`config.mk`:
```
export PLATFORM = sky130hd
export DESIGN_NAME = alu_bist
export DESIGN_NICKNAME = d
export VERILOG_FILES = /design/src/rtl/alu_bist.sv
export SDC_FILE = /design/constraint.sdc
export NUM_CORES = 1
export LEC_CHECK = 0
export ABC_AREA = 1
export CORE_MARGIN = 3
export CORE_UTILIZATION = 40
export DETAILED_ROUTE_END_ITERATION = 8
export PLACE_DENSITY = 0.71
export SETUP_SLACK_MARGIN = 0.02
export SLEW_MARGIN = 10
export SYNTH_ARGS = -nofsm -noshare
export SYNTH_HDL_FRONTEND = slang
export SYNTH_SLANG_ARGS = --single-unit
```
`constraint.sdc`:
```
create_clock -name clk -period 5.35 [get_ports clk]
set_input_delay 0.8025 -clock clk [delete_from_list [all_inputs] [get_ports clk]]
set_output_delay 0.8025 -clock clk [all_outputs]
set_load 0.05 [all_outputs]
```
`src/rtl/alu_bist.sv`:
```
// alu_bist: built-in self-test initiator for the CR16 ALU.
// Sweeps every operand pair 0..2^OPW-1 through ADD and then SUB, compares the
// ALU's result (and carry, for ADD) against a golden model and counts mismatches.
// Optional first-failure capture is built when ALU_BIST_FAILCAP_EN is defined;
// otherwise the fail_* ports are tied to zero.
//
// state | meaning
// ------+-----------------------------------------------------------
// IDLE  | after reset, waiting for start
// DRIVE | operands on the ALU inputs, settle timer running
// CHECK | sample alu_result/alu_c, score, advance to the next vector
// DONE  | run complete, done/pass valid, operands hold last values

module alu_bist #(
    parameter int WIDTH  = 16,
    parameter int OPW    = 8,
    parameter int SETTLE = 1
) (
    input  logic             clk,
    input  logic             rst_n,
    input  logic             start,
    input  logic [WIDTH-1:0] alu_result,
    input  logic             alu_c,
    output logic [WIDTH-1:0] alu_a,
    output logic [WIDTH-1:0] alu_b,
    output logic [2:0]       alu_op,
    output logic             busy,
    output logic             done,
    output logic             pass,
    output logic [15:0]      error_count,
    output logic [WIDTH-1:0] fail_a,
    output logic [WIDTH-1:0] fail_b,
    output logic [2:0]       fail_op,
    output logic [WIDTH-1:0] fail_result
);

    localparam int SW = (SETTLE > 1) ? $clog2(SETTLE) : 1;
    localparam logic [SW-1:0] SETTLE_LOAD = SW'(SETTLE - 1);
    localparam logic [2:0] OP_ADD = 3'd0;
    localparam logic [2:0] OP_SUB = 3'd4;

    typedef enum logic [1:0] {
        IDLE  = 2'd0,
        DRIVE = 2'd1,
        CHECK = 2'd2,
        DONE  = 2'd3
    } bistState;

    bistState         state;
    logic [OPW-1:0]   aReg;
    logic [OPW-1:0]   bReg;
    logic [2:0]       opReg;
    logic [SW-1:0]    settleCnt;
    logic             busyReg;
    logic             doneReg;
    logic [15:0]      errCnt;

    logic [WIDTH-1:0] aExt;
    logic [WIDTH-1:0] bExt;
    logic [WIDTH:0]   addSum;
    logic [WIDTH-1:0] subDiff;
    logic             mismatch;
    logic             startOk;

    assign aExt    = WIDTH'(aReg);
    assign bExt    = WIDTH'(bReg);
    assign addSum  = {1'b0, aExt} + {1'b0, bExt};
    assign subDiff = aExt - bExt;
    assign startOk = start && ((state == IDLE) || (state == DONE));

    // Golden comparison; SUB deliberately ignores the carry flag.
    always_comb begin
        mismatch = 1'b0;
        if (opReg == OP_SUB) begin
            mismatch = (subDiff != alu_result);
        end else begin
            mismatch = (addSum[WIDTH-1:0] != alu_result) || (addSum[WIDTH] != alu_c);
        end
    end

    // Sequencer: operand sweep, settle timer, scoring and run status.
    always_ff @(posedge clk or negedge rst_n) begin
        if (!rst_n) begin
            state     <= IDLE;
            aReg      <= '0;
            bReg      <= '0;
            opReg     <= OP_ADD;
            settleCnt <= '0;
            busyReg   <= 1'b0;
            doneReg   <= 1'b0;
            errCnt    <= '0;
        end else begin
            case (state)
                IDLE, DONE: begin
                    if (start) begin
                        state     <= DRIVE;
                        aReg      <= '0;
                        bReg      <= '0;
                        opReg     <= OP_ADD;
                        settleCnt <= SETTLE_LOAD;
                        busyReg   <= 1'b1;
                        doneReg   <= 1'b0;
                        errCnt    <= '0;
                    end
                end
                DRIVE: begin
                    if (settleCnt == '0) begin
                        state <= CHECK;
                    end else begin
                        settleCnt <= settleCnt - SW'(1);
                    end
                end
                CHECK: begin
                    if (mismatch && (errCnt != 16'hFFFF)) begin
                        errCnt <= errCnt + 16'd1;
                    end
                    settleCnt <= SETTLE_LOAD;
                    if (!(&bReg)) begin
                        bReg  <= bReg + OPW'(1);
                        state <= DRIVE;
                    end else if (!(&aReg)) begin
                        bReg  <= '0;
                        aReg  <= aReg + OPW'(1);
                        state <= DRIVE;
                    end else if (opReg == OP_ADD) begin
                        aReg  <= '0;
                        bReg  <= '0;
                        opReg <= OP_SUB;
                        state <= DRIVE;
                    end else begin
                        // Last SUB vector: operands stay on the bus in DONE.
                        state   <= DONE;
                        busyReg <= 1'b0;
                        doneReg <= 1'b1;
                    end
                end
                default: state <= IDLE;
            endcase
        end
    end

`ifdef ALU_BIST_FAILCAP_EN
    logic [WIDTH-1:0] failAReg;
    logic [WIDTH-1:0] failBReg;
    logic [2:0]       failOpReg;
    logic [WIDTH-1:0] failResReg;

    // First mismatch of a run is the one seen while the error count is still zero.
    always_ff @(posedge clk or negedge rst_n) begin
        if (!rst_n) begin
            failAReg   <= '0;
            failBReg   <= '0;
            failOpReg  <= '0;
            failResReg <= '0;
        end else if (startOk) begin
            failAReg   <= '0;
            failBReg   <= '0;
            failOpReg  <= '0;
            failResReg <= '0;
        end else if ((state == CHECK) && mismatch && (errCnt == 16'd0)) begin
            failAReg   <= aExt;
            failBReg   <= bExt;
            failOpReg  <= opReg;
            failResReg <= alu_result;
        end
    end

    assign fail_a      = failAReg;
    assign fail_b      = failBReg;
    assign fail_op     = failOpReg;
    assign fail_result = failResReg;
`else
    logic unusedStartOk;
    assign unusedStartOk = startOk;
    assign fail_a      = '0;
    assign fail_b      = '0;
    assign fail_op     = '0;
    assign fail_result = '0;
`endif

    assign alu_a       = aExt;
    assign alu_b       = bExt;
    assign alu_op      = opReg;
    assign busy        = busyReg;
    assign done        = doneReg;
    assign error_count = errCnt;
    assign pass        = doneReg && (errCnt == 16'd0);

endmodule
```
==> flow_metrics.env <==
export IMPL_io_buffer_count=55
export IMPL_r2r_end="aReg[3]"
export IMPL_drtIter0Drc=195
export IMPL_grt_pass1_vias=3432
export IMPL_core_area_mm2=0.008976
export IMPL_synth_edf_count=0
export IMPL_rows=34
export IMPL_dieArea_mm2=0.01073
export IMPL_syn_cell_area_mm2=0.003810
export IMPL_peakVddDrop_mv=0.1635
export IMPL_place_ws_ns=2.462
export IMPL_antenna_found_initial=0
export IMPL_finalMaxSlewViolations=0
export IMPL_synth_top_flop_cell="dfrtp_1"
export IMPL_final_setup_tns_ns=0
export IMPL_status="finished clean"
export IMPL_grt_setup_unrepaired="false"
export IMPL_cp_data_required_time_ns=4.55
export IMPL_p_seq_share_pct=26.5
export IMPL_fin_crit_ns=3.117
export IMPL_routed_via_density=4.580
export IMPL_yosysWarningCount=0
export IMPL_hp_start="busy"
export IMPL_ant_nets=0
export IMPL_p_sw_uw=580.4
export IMPL_crit_end="pass"
export IMPL_worstSetupStartpoint="error_count[4]"
export IMPL_async_flop_share_pct=100.0
export IMPL_via_count=3458
export IMPL_final_cells=755
export IMPL_die_h_um=103.6
export IMPL_gp_congestion=0.9205
export IMPL_fin_skew_ns=0.008808
export IMPL_cts_htree_levels=2
export IMPL_fmax_mhz=320.8
export IMPL_clk_pin_slew_ns=0.08
export IMPL_comb_power_share_pct=49.7
export IMPL_cts_hold_buf=0
export IMPL_power_share_switching_pct=47.98
export IMPL_overflow=0
export IMPL_die_x_um=103.6
export IMPL_netlist_instances=576
export IMPL_nets=673
export IMPL_clockBufferDepth=2
export IMPL_clock_sinks=37
export IMPL_slew_headroom_pct=43.60
export IMPL_crit_fanout=7
export IMPL_p_clk_share_pct=23.9
export IMPL_wirelength_mm=8.948
export IMPL_cts_made_buffers=5
export IMPL_final_layout_size_suffix_gt1_share_pct=4.610
export IMPL_crit_path_start_kind="flop"
export IMPL_worst_pin_slew_ns=0.8461
export IMPL_finalCritPeriodShare_pct=58.27
export IMPL_cts_root_buffer="clkbuf_8"
export IMPL_cts_resized=0
export IMPL_rrSetupSlack_ns=2.48
export IMPL_final_hold_viol_count=0
export IMPL_route_detailed_wl_per_inst_um=11.85
export IMPL_io_pins=125
export IMPL_syn_area_per_cell_um2=6.614
export IMPL_grt_pass1_wl_mm=15.92
export IMPL_internal_power_uw=629.4
export IMPL_postCtsSetupRepairBufs=0
export IMPL_drt_pass1_iterations=4
export IMPL_drc=0
export IMPL_synth_seq_area_share_pct=24.30
export IMPL_antennaDiodeCount=0
export IMPL_start_util_pct=42.44
export IMPL_hold_slack_ns=0.4996
export IMPL_drv_cap=0
export IMPL_synth_distinct_cells=38
export IMPL_hold_path_class="flop to flop"
export IMPL_dp_cells=747
export IMPL_cts_tree="built"
export IMPL_timing_rr_start="state[0]"
export IMPL_worst_slack_ns=2.233
export IMPL_path_class="flop to output pin"
export IMPL_power_density_mw_per_mm2=279.6
export IMPL_ys_ff_latch=37
export IMPL_dpl_hpwl_mm=7.076
export IMPL_clock_latency_ns=0.29
export IMPL_power_leakage_uw=0.002249
export IMPL_grt_total_usage_pct=17.13
export IMPL_endpoint_kind="output pin"
export IMPL_setup_violations_final=0
export IMPL_area_growth_pct=13.56
export IMPL_reg2regPathDepth=10
export IMPL_grt_max_degree=38
export IMPL_worstPathArrival_ns=2.31
-- synth_stat cells (all sizes together), types with 2 or more instances --
| library cell | number | share of area (%) |
|---|---|---|
| dfrtp | 37 | 24 |
| nor2 | 63 | 6.6 |
| nor3b | 2 | 0.39 |
| inv | 76 | 7.5 |
| a21oi | 22 | 3.0 |
| buf | 74 | 15 |
| nand4 | 15 | 2.6 |
| clkbuf | 4 | 0.39 |
| nor3 | 11 | 1.7 |
| fa | 2 | 1.1 |
| o21a | 3 | 0.59 |
| nand3 | 54 | 7.7 |
| o21ai | 13 | 1.7 |
| xor2 | 10 | 2.3 |
| nand2 | 157 | 16 |
| ha | 23 | 7.6 |
-- power groups by stage --
stage	clock network [uW]	logic (uW)	registers [uW]
2_1_floorplan	0	489	359
3_3_place_gp	0	592	325
3_5_place_dp	0	599	326
4_1_cts	294	602	320
5_1_grt	305	676	325
6_report	289	601	320
-- layout make-up --
class / instances / area, um2
timing repair buffer: 55 / 545.5
multi-input combinational: 453 / 2278
inverter: 76 / 285.3
clock inverter: 3 / 65.06
tap: 126 / 157.7
sequential: 37 / 925.9
clock buffer: 5 / 68.82
fill: 922 / 4649
-- cell usage in the layout, fill, tap and decap left out, types with 14 or more instances in the layout --
cell type / count
inv_1: 73
clkdlybuf4s50_1: 54
ha_1: 23
nand3_1: 51
a21oi_1: 21
conb_1: 69
nand2_1: 151
nor2_1: 59
dfrtp_1: 37
nand4_1: 14
-- how the worst min path moves through the flow --
stage / end / slack, ns / depth (start not counted)
after floorplan: aReg[0] / 0.51 / 0
after global placement: busy / 0.48 / 1
after detailed placement: busy / 0.49 / 1
after CTS: busy / 0.51 / 1
after global routing: busy / 0.53 / 1
final: busy / 0.50 / 1
-- kinds of logic after synthesis --
family          count (synthesis)  synth area share [%]
simple gates                  306                 35.86
fa+ha+maj                      25                 8.604
xor+xnor                       10                 2.299
other cells                     1               0.09843
buf+inv                       154                 22.59
flops                          37                 24.30
compound gates                 43                 6.240
-- routing by layer --
layer / GRT usage [%] / vias to the layer above / share of wire, %
met5: 0 / - / 0
met3: 3.109 / 6 / 5.9
met2: 31.87 / 97 / 49
met1: 21.11 / 1569 / 45
met4: 2.279 / 0 / 0.47
li1: - / 1786 / -
-- registers in the layout (all words and copies together), names as in the netlist --
register / count
alu_op: 1
done: 1
busy: 1
aReg: 8
state: 2
error_count: 16
bReg: 8
-- per-stage QoR --
step	instance area (um2)	power, uW	utilization, %
after floorplan	4065	848.0	-
after global placement	4193	916.9	46.71
after detailed placement	4193	925.3	46.71
after CTS	4327	1216	48.20
after global routing	4327	1305	48.20
final	4327	1210	48.20
-- critical path: stages (launching register included) --
cell	delay, ns
dfrtp_1	0.48
or4_1	0.49
nor4_1	0.20
clkdlybuf4s50_1	0.86
No activity file was read; power rests on OpenSTA's default activity.
